[src/rtl/module_alu_hs.sv]
// Mini-CPU ALU with valid/ready handshakes on both sides, an optional iterative
// shift-add multiplier and registered zero/negative/overflow flags.
module module_alu_hs #(
  parameter int WIDTH         = 16,
  parameter int IMM_WIDTH     = 6,
  parameter int MUL_ITERATIVE = 1
) (
  input  logic                 clk,
  input  logic                 rst,
  input  logic                 in_valid,
  output logic                 in_ready,
  input  logic [2:0]           opcode,
  input  logic [WIDTH-1:0]     valor1,
  input  logic [WIDTH-1:0]     valor2,
  input  logic                 sinal_imm,
  input  logic [IMM_WIDTH-1:0] imm,
  output logic                 out_valid,
  input  logic                 out_ready,
  output logic [WIDTH-1:0]     saida,
  output logic                 flag_zero,
  output logic                 flag_neg,
  output logic                 flag_ovf,
  output logic                 busy
);

  localparam int CW = (IMM_WIDTH > 1) ? $clog2(IMM_WIDTH) : 1;
  localparam logic [CW-1:0] LAST = CW'(IMM_WIDTH - 1);
  localparam bit ITER = (MUL_ITERATIVE != 0);

  localparam logic [2:0] OP_LOAD    = 3'b000;
  localparam logic [2:0] OP_ADD     = 3'b001;
  localparam logic [2:0] OP_ADDI    = 3'b010;
  localparam logic [2:0] OP_SUB     = 3'b011;
  localparam logic [2:0] OP_SUBI    = 3'b100;
  localparam logic [2:0] OP_MUL     = 3'b101;
  localparam logic [2:0] OP_CLEAR   = 3'b110;
  localparam logic [2:0] OP_DISPLAY = 3'b111;

  typedef enum logic [1:0] {
    IDLE = 2'd0,
    EXEC = 2'd1,
    MUL  = 2'd2,
    DONE = 2'd3
  } state_t;

  state_t                 state;
  logic [2:0]             lat_op;
  logic [WIDTH-1:0]       lat_v1;
  logic [WIDTH-1:0]       lat_v2;
  logic                   lat_sgn;
  logic [IMM_WIDTH-1:0]   lat_imm;
  logic [2*WIDTH-1:0]     acc;
  logic [2*WIDTH-1:0]     mcand;
  logic [IMM_WIDTH-1:0]   mplier;
  logic [CW-1:0]          cnt;

  logic                   accept;
  logic [WIDTH-1:0]       imm_ext;
  logic [WIDTH-1:0]       simm;
  logic [2*WIDTH-1:0]     prod_full;
  logic [WIDTH-1:0]       alu_res;
  logic                   alu_ovf;
  logic [2*WIDTH-1:0]     acc_step;
  logic [2*WIDTH-1:0]     mul_final;

  function automatic logic add_ovf(input logic sa, input logic sb, input logic sr);
    return (sa == sb) && (sr != sa);
  endfunction

  // A 2*WIDTH product fits in WIDTH signed bits only if its top WIDTH+1 bits agree.
  function automatic logic prod_ovf(input logic [2*WIDTH-1:0] p);
    return !((&p[2*WIDTH-1:WIDTH-1]) || !(|p[2*WIDTH-1:WIDTH-1]));
  endfunction

  assign accept   = in_valid && in_ready;
  assign in_ready = (state == IDLE) || ((state == DONE) && out_ready);
  assign busy     = (state == EXEC) || (state == MUL);

  // Single-cycle datapath on the latched operands.
  always_comb begin
    imm_ext   = {{(WIDTH-IMM_WIDTH){1'b0}}, lat_imm};
    simm      = lat_sgn ? (-imm_ext) : imm_ext;
    prod_full = {{WIDTH{lat_v1[WIDTH-1]}}, lat_v1} * {{WIDTH{simm[WIDTH-1]}}, simm};
    alu_res   = {WIDTH{1'b0}};
    alu_ovf   = 1'b0;
    case (lat_op)
      OP_LOAD:    alu_res = simm;
      OP_ADD: begin
        alu_res = lat_v1 + lat_v2;
        alu_ovf = add_ovf(lat_v1[WIDTH-1], lat_v2[WIDTH-1], alu_res[WIDTH-1]);
      end
      OP_ADDI: begin
        alu_res = lat_v1 + simm;
        alu_ovf = add_ovf(lat_v1[WIDTH-1], simm[WIDTH-1], alu_res[WIDTH-1]);
      end
      OP_SUB: begin
        alu_res = lat_v1 - lat_v2;
        alu_ovf = add_ovf(lat_v1[WIDTH-1], !lat_v2[WIDTH-1], alu_res[WIDTH-1]);
      end
      OP_SUBI: begin
        alu_res = lat_v1 - simm;
        alu_ovf = add_ovf(lat_v1[WIDTH-1], !simm[WIDTH-1], alu_res[WIDTH-1]);
      end
      OP_MUL: begin
        alu_res = prod_full[WIDTH-1:0];
        alu_ovf = prod_ovf(prod_full);
      end
      OP_CLEAR:   alu_res = {WIDTH{1'b0}};
      OP_DISPLAY: alu_res = lat_v1;
      default: begin
        alu_res = {WIDTH{1'b0}};
        alu_ovf = 1'b0;
      end
    endcase
  end

  // Shift-add step; the sign of the immediate is applied once at the end.
  always_comb begin
    acc_step  = acc + (mplier[0] ? mcand : {(2*WIDTH){1'b0}});
    mul_final = lat_sgn ? (-acc_step) : acc_step;
  end

  // Handshake FSM, operand latches, multiplier state and registered results.
  always_ff @(posedge clk or posedge rst) begin
    if (rst) begin
      state     <= IDLE;
      lat_op    <= 3'b000;
      lat_v1    <= {WIDTH{1'b0}};
      lat_v2    <= {WIDTH{1'b0}};
      lat_sgn   <= 1'b0;
      lat_imm   <= {IMM_WIDTH{1'b0}};
      acc       <= {(2*WIDTH){1'b0}};
      mcand     <= {(2*WIDTH){1'b0}};
      mplier    <= {IMM_WIDTH{1'b0}};
      cnt       <= {CW{1'b0}};
      out_valid <= 1'b0;
      saida     <= {WIDTH{1'b0}};
      flag_zero <= 1'b0;
      flag_neg  <= 1'b0;
      flag_ovf  <= 1'b0;
    end else if (accept) begin
      lat_op    <= opcode;
      lat_v1    <= valor1;
      lat_v2    <= valor2;
      lat_sgn   <= sinal_imm;
      lat_imm   <= imm;
      acc       <= {(2*WIDTH){1'b0}};
      mcand     <= {{WIDTH{valor1[WIDTH-1]}}, valor1};
      mplier    <= imm;
      cnt       <= {CW{1'b0}};
      out_valid <= 1'b0;
      state     <= ((opcode == OP_MUL) && ITER) ? MUL : EXEC;
    end else begin
      case (state)
        IDLE: state <= IDLE;
        EXEC: begin
          saida     <= alu_res;
          flag_zero <= (alu_res == {WIDTH{1'b0}});
          flag_neg  <= alu_res[WIDTH-1];
          flag_ovf  <= alu_ovf;
          out_valid <= 1'b1;
          state     <= DONE;
        end
        MUL: begin
          if (cnt == LAST) begin
            saida     <= mul_final[WIDTH-1:0];
            flag_zero <= (mul_final[WIDTH-1:0] == {WIDTH{1'b0}});
            flag_neg  <= mul_final[WIDTH-1];
            flag_ovf  <= prod_ovf(mul_final);
            out_valid <= 1'b1;
            state     <= DONE;
          end else begin
            acc    <= acc_step;
            mcand  <= {mcand[2*WIDTH-2:0], 1'b0};
            mplier <= mplier >> 1'b1;
            cnt    <= cnt + CW'(1'b1);
          end
        end
        DONE: begin
          if (out_ready) begin
            out_valid <= 1'b0;
            state     <= IDLE;
          end else begin
            state <= DONE;
          end
        end
        default: state <= IDLE;
      endcase
    end
  end

endmodule

[config.mk]
export PLATFORM = sky130hd
export DESIGN_NAME = module_alu_hs
export DESIGN_NICKNAME = d
export VERILOG_FILES = /design/src/rtl/module_alu_hs.sv
export SDC_FILE = /design/constraint.sdc
export NUM_CORES = 1
export LEC_CHECK = 0
export CAP_MARGIN = 30
export CORE_MARGIN = 2
export CORE_UTILIZATION = 50
export CTS_BUF_LIST = sky130_fd_sc_hd__clkbuf_2 sky130_fd_sc_hd__clkbuf_4 sky130_fd_sc_hd__clkbuf_8
export CTS_CLUSTER_DIAMETER = 60
export DETAILED_ROUTE_END_ITERATION = 16
export GPL_ROUTABILITY_DRIVEN = 0
export PLACE_DENSITY = 0.82
export SYNTH_ARGS = -nofsm -noshare
export SYNTH_HDL_FRONTEND = slang
export SYNTH_SLANG_ARGS = --single-unit
[constraint.sdc]
create_clock -name clk -period 8.25 [get_ports clk]
set_input_delay 1.65 -clock clk [delete_from_list [all_inputs] [get_ports clk]]
set_output_delay 1.65 -clock clk [all_outputs]
set_load 0.1 [all_outputs]
==> out/results.txt, run 1 <==
Across the routed clock network, the largest skew measured is 0.01391 ns. The worst setup path is captured at a flop. The die is 214.2 microns tall. Cells fill 56.01% of the core in the end. The H-tree was split into 4 levels.

The top cell types in the final layout, fill and taps aside, are nand2_1, inv_1, fa_1. For the overflow left after global routing, the log shows 0. The maximum count of clock buffers along a single path is 2, and the transition time at the pin with the least slew margin is 1.055 ns. The core region is 43,930 sq um.

The synthesis-to-layout area growth works out to 11.33%. The critical path in this run is classified as flop to flop. A synthesized cell averages 8.299 sq um. Once routing completed, OpenROAD measured the worst setup slack at 0.1899 ns. In this run, placement finished with an instance count of 3,271. The run gives 0 as the final count of pins violating max slew. After detailed routing, the number of remaining DRC violations is 0. Detailed placement ended at an HPWL of 54.00 mm. The number of buffers created by CTS came out at 17.

Clock-pin slew was measured on the worst setup and hold paths at 0.08 ns. The largest single stage delay on the critical path is 0.51 ns. The total buffers and inverters traversed by the critical path works out to 10.

On the critical path the largest part of the delay comes from adder cells. The post-layout minimum cycle time was 8.060 ns; the final count of hold timing violations was 0. Measured in cells, the most critical reg-to-reg path has a length of 34.

Clock latency on the worst-skew pair, taken at its later pin, is 0.50 ns. The filler cells instantiated in the layout total 3,792. Setup violations remaining at the end of the flow were counted as 0. For this block, the via count after detailed routing is 20,740. The tool flagged a number of max-cap violations equal to 0.

The area of all placed cells without fillers is 24,600 sq um, and the per-cell via count in the routed design is 6.237. The die extent in x works out to 214.2 microns. In this run the worst path has a maximum fanout of 14. The worst setup path is launched from a flop. The worst register-to-register path ends at flag_ovf.

The run gives 3,222 as the number of nets in the final layout. After layout, the worst path uses 97.70% of the clock period. Ranked by total cell area, the synthesized netlist is headed by fa_1, dfrtp_1, ha_1, nand2_1, inv_1. For this design, the CTS-stage hold fixing added 0 buffers. Data arrival time of the worst path: 8.40 ns.

For this run, the register share of the synthesized area comes to 15.40%. The number of sinks handled by clock tree synthesis was 136. Startpoint of the lowest-slack hold path: saida[8]. The run gives 108.6 mm as the global-route wire length before repair.

The post-route netlist has 8.452% of its cells at a drive strength greater than 1. The number of enable flip-flop cells after synthesis is 0, and the floorplan die area is 45,900 sq um. The worst reg2reg path startpoint is lat_imm[1]. Most instantiated flip-flop cell in the synthesis netlist: dfrtp_1. The detail route stage leaves a number of antenna-violating nets equal to 0.

The mapped netlist covers 22,100 sq um. The slowest cell on the critical path is fa_1. The run gives 69.48 mm as the wire length after detailed routing. The cell type with the highest aggregate area in the netlist is fa_1. In this run the worst hold path is classified as flop to flop.

0 antenna diodes ended up in the layout. The run gives 2,350 as the count of routing violations after the opening detailed-route iteration. TritonCTS built the clock tree. Fraction of post-synthesis cell area in the top cell type by area: 24.18%.

Entering global routing, the biggest net connects 85 pins. For the highest clock rate, the log shows 124.1 MHz. The via count of the first global-routing pass was 20,600. The path with the worst hold slack has its endpoint at saida[8]. Root cell of the clock tree: clkbuf_8. The library cell appearing most often on the critical path was inv_1. Of all flip-flops after synthesis, the portion carrying an async set or reset was 100.0%.

The data required time at the worst endpoint was 8.59 ns. In this run the tool buffered the top-level ports with 67 buffer cells. The initial utilization of the core area, before any placement, comes to 50.31%.

The library cell used most frequently in the layout, excluding fill and tap cells, is nand2_1. The run finished with clean final reports. The logs give 2,663 for the synthesized instance count and 29.49% for the global-route usage over all layers.

The initial antenna violation count was 4; the setup slack of the worst register-to-register path was 0.19 ns. The pre-CTS setup slack is -0.1711 ns, and the mean routed wirelength per cell is 20.90 microns. Leaving out filler cells and counting taps, the final layout contains 3,325. The logs give 0 for the count of synthesis-stage warnings from yosys and 90 for the distinct cell type count after synthesis. Synthesis produced a netlist with a net count of 3,165.

The headroom to the max-slew limit was 29.05%; the total of flip-flops plus latches after synthesis was 136. The placed instance area was 23,650 sq um; the number of core rows was 77. For this design the top-level I/O count stands at 68. For this run, the detailed router's first-pass iteration total came to 7.

The cell depth of the worst hold path works out to 1.
==> sequential cells by signal, indices dropped and copies added, names as in the netlist <==
name / flops
flag_ovf: 1
lat_imm: 6
lat_op: 3
mplier: 6
mcand: 32
saida: 16
lat_sgn: 1
cnt: 3
lat_v2: 16
out_valid: 1
flag_zero: 1
lat_v1: 16
state: 2
acc: 32
==> kinds of logic after synthesis <==
logic type      after synthesis  synth area share [%]
compound gates              602                 17.88
fa+ha+maj                   456                 34.88
simple gates                862                 18.49
buf+inv                     482                 8.209
flops                       136                 15.40
mux                          31                 1.410
xor+xnor                     94                 3.725
==> routing by layer <==
metal / part of all wire (%) / track usage (%) / vias up
met1: 38 / 37.03 / 10000
met3: 11 / 7.489 / 398
li1: - / - / 9062
met2: 44 / 46.44 / 1266
met5: 0.069 / 0 / -
met4: 7.2 / 16.78 / 8
==> through the flow <==
stage	hold WS, ns	setup TNS (ns)
detailed placement	0.4688	-0.1711
floorplan	0.4456	0
global route	0.5215	-0.06912
finish	0.4903	0
global placement	0.4621	0
CTS	0.4899	0
==> synth_stat cells (all sizes together) (6+ instances only) <==
master / number
nor2b: 21
nand2b: 26
ha: 189
a21o: 36
inv: 357
nor3: 40
xor2: 37
o21bai: 11
a31oi: 35
a211oi: 17
and3: 16
a221oi: 17
a21boi: 6
o2111ai: 6
nand3: 42
xnor2: 57
o21ai: 151
a31o: 6
and2: 85
o21a: 17
or2: 12
a221o: 7
clkbuf: 112
o32ai: 8
nor2: 147
o31ai: 20
o211ai: 25
buf: 9
o41ai: 10
mux2i: 30
o22ai: 7
dfrtp: 136
a211o: 9
a21oi: 150
o221ai: 6
nand4: 23
nor4: 17
nand2: 380
a2111oi: 6
or4: 10
a22oi: 8
fa: 267
o22a: 6
or3: 17
==> area by class of cell <==
type,instances,area [sq um],share of cell area (%)
flip-flops and latches,136,3406,13.84
clock inverters,15,153.9,0.6255
repair buffers,159,1456,5.919
clock buffers,17,234.0,0.9509
inverters,361,1364,5.543
multi-input cells,2045,17250,70.11
well taps,592,740.7,3.010
==> worst register-to-register path, delay by kind of cell (launching register included) <==
family | cells | cell delay, ns
adder cells (fa/ha/maj) | 8 | 2.82
AND/OR/NAND/NOR | 11 | 2.43
buffers and inverters | 10 | 1.19
AO/OA/AOI/OAI | 5 | 1.12
flip-flops | 1 | 0.36
==> timing repair <==
action,CTS,global route
gates resized for setup,10,71
pin swaps,2,26
cloned,0,3
setup buffers,1,17
setup endpoints to repair,1,1
==> worst max path at each step <==
stage / startpoint / end / slack, ns / depth (start not counted)
2_1_floorplan: lat_imm[0] / flag_ovf / 0.07 / 32
3_3_place_gp: lat_imm[0] / flag_ovf / 0.09 / 30
3_5_place_dp: lat_imm[0] / flag_ovf / -0.17 / 29
4_1_cts: lat_imm[0] / flag_ovf / 0.008 / 31
5_1_grt: lat_imm[0] / flag_ovf / -0.07 / 34
6_report: lat_imm[1] / flag_ovf / 0.19 / 34
Power of run 1 is not shown: default switching activity piles up to over one toggle a cycle in this logic, so the estimate is an artifact.
==> run 2: changes to the inputs <==
CAP_MARGIN = not set   (was 30)
PLACE_DENSITY = 0.79   (was 0.82)
clock period = 10.1 ns   (was 8.25 ns; I/O delays follow)
==> run 2 against run 1 <==
  * Hold slack worse by 0.0034 ns
  * Maximum frequency is 15% lower
  * Sequential cell count stayed put
  * First-iteration DRC count is 2.5% lower
  * Clock skew hardly changed
  * Cell area is 3.5% lower
  * Worst setup slack better by 0.45 ns
==> out/results.txt, run 2 (synthesis gave the netlist of run 1 again) <==
The library cells used most frequently in the layout, excluding fill and tap cells, are nand2_1, inv_1, fa_1. The global-route wire length before repair came out at 108.2 mm. The worst pin sits at a relative slew slack of 27.66%.

In this run the tool buffered the top-level ports with 67 buffer cells. Once the floorplan was initialized, standard cells occupied 50.31% of the core. In this run the worst path has a maximum fanout of 15. Setup repair after global routing left no endpoint under its margin. For the largest net degree at the start of global routing, the log shows 83. The fraction of final layout cells sized beyond drive strength 1 is 3.786%, and the maximum count of clock buffers along a single path is 2. The final count of pins violating max slew was 0.

The part of the cycle the worst path needs works out to 93.66%. The area growth from synthesis to layout is 7.456%. The routed layout has 20,350 vias. Dividing the detail-routed wire length by the instance count gives 20.63 microns.

For this run, the total global-route usage over all layers was measured as 29.29%. The floorplan step defined a die boundary enclosing 45,900 sq um. The worst hold path begins at mplier[5]. At the pin with the least slew margin, the transition time is 1.082 ns.

For this block, the routed nets add up to 67.25 mm of wire. The count of routing violations after the opening detailed-route iteration was 2,292; the cell depth of the worst flop-to-flop path was 32. For this run, the post-layout net count is 3,157. Once detailed placement completed, the half-perimeter wirelength came to 53.36 mm.

STA puts the critical path data required time at 10.45 ns. Across all register-to-register paths, the minimum setup slack is 0.64 ns. The critical path starts at lat_imm[0]. The number of DRC violations after detailed routing was 0; the highest clock rate was 105.7 MHz. The worst register-to-register path ends at flag_ovf. For the count of nets left with antenna violations after detail routing, the log shows 0. Critical path launch point type: a flop. The sort of element at the end of the critical path is a flop. Global routing finished with a remaining overflow of 0. The run finished with clean final reports. The cell depth of the worst hold path is 2, and the total I/O pin count is 68. The path with the worst hold slack has its endpoint at mplier[5].

The tools report the count of H-tree levels built during CTS as 4. The startpoint identified for the worst register-to-register timing path is lat_imm[0]. The final count of hold timing violations is 0. Clock tree synthesis selected as its root buffer the cell clkbuf_8. Clock tree synthesis found a total of 136 sinks. Leading cell type in the layout, fill and taps excluded: nand2_1. Critical path class: flop to flop.

The number of clock buffers added by TritonCTS is 17. The number of iterations in the first detailed-routing pass is 6, and the die extent in x is 214.2 microns. Setup violations remaining at the end of the flow were counted as 0.

Type of the tightest min-delay check: flop to flop. The area taken by flip-flops and latches is 3403 sq um. From bottom edge to top edge, the die measures 214.2 microns.

The tool flagged a number of max-cap violations equal to 0. The number of antenna diodes in the final layout is 0. Clock-pin slew was measured on the worst setup and hold paths at 0.08 ns. The area of the core was 43,930 sq um; the area of all placed cells without fillers was 23,750 sq um. Data arrives at the worst endpoint at 9.80 ns.

The slowest cell on the critical path was fa_1. In the final timing run, aggregate negative setup slack is 0 ns. The via count of the first global-routing pass is 20,390, and the number of fill cells is 3,945. Summing all multi-input logic gate instances after layout gives 16,930 sq um. After layout, the minimum clock period comes to 9.460 ns.

The placed instance area is 23,290 sq um. In this design, the stage delay of the slowest critical-path cell is 0.57 ns. Per-cell via count in the routed design: 6.243. The tools report the initial antenna violation count as 0. TritonCTS built the clock tree. The number of core rows was 77. At the later pin of the worst-skew pair, clock insertion delay measures 0.50 ns. The largest registers in the layout are acc: 32 flops, mcand: 32 flops. The clock skew after layout came out at 0.01435 ns.
==> run 2: worst max-delay path by stage <==
stage | end | slack, ns
6_report | flag_ovf | 0.64
5_1_grt | flag_ovf | 0.02
4_1_cts | flag_ovf | 0.35
3_5_place_dp | flag_ovf | 0.39
3_3_place_gp | flag_ovf | 0.83
2_1_floorplan | flag_ovf | 1.75
==> run 2: final cells by class <==
| cell class | instances | share of cell area, % |
|---|---|---|
| Multi-Input combinational cell | 2045 | 71.27 |
| Sequential cell | 136 | 14.33 |
| Inverter | 361 | 5.727 |
| Timing Repair Buffer | 94 | 3.677 |
| Tap cell | 592 | 3.119 |
| Clock buffer | 18 | 1.043 |
| Clock inverter | 14 | 0.8324 |
==> run 2: layer usage <==
layer | routed length [microns] | share of wire, % | GRT usage [%]
met1 | 27070 | 40 | 38.84
met2 | 30110 | 45 | 46.81
met4 | 3505 | 5.2 | 13.38
met5 | 0 | 0 | 0
met3 | 6562 | 9.8 | 5.376
==> run 2: stage by stage <==
stage          hold WS [ns]  std cells  worst slack (ns)  util (%)
2_1_floorplan        0.4456       2663             1.750         -
3_3_place_gp         0.4606       3228            0.8347     53.02
3_5_place_dp         0.4663       3228            0.3950     53.02
4_1_cts              0.4897       3260            0.3472     54.03
5_1_grt              0.5117       3260           0.02025     54.06
6_report             0.4869       3260            0.6405     54.06
==> run 2: timing repair <==
action,CTS,global route
hold buffers,0,0
setup buffers,0,0
gates resized for setup,0,2
setup endpoints to repair,0,1
==> run 2: critical path, delay by kind of cell (launching register included) <==
family | cells | cell delay (ns)
adder cells (fa/ha/maj) | 8 | 3.59
AND/OR/NAND/NOR | 9 | 2.08
AO/OA/AOI/OAI | 7 | 1.77
buffers and inverters | 7 | 1.18
flip-flops | 1 | 0.53
XOR/XNOR | 1 | 0.13
Power of run 2 is left out for the same reason.
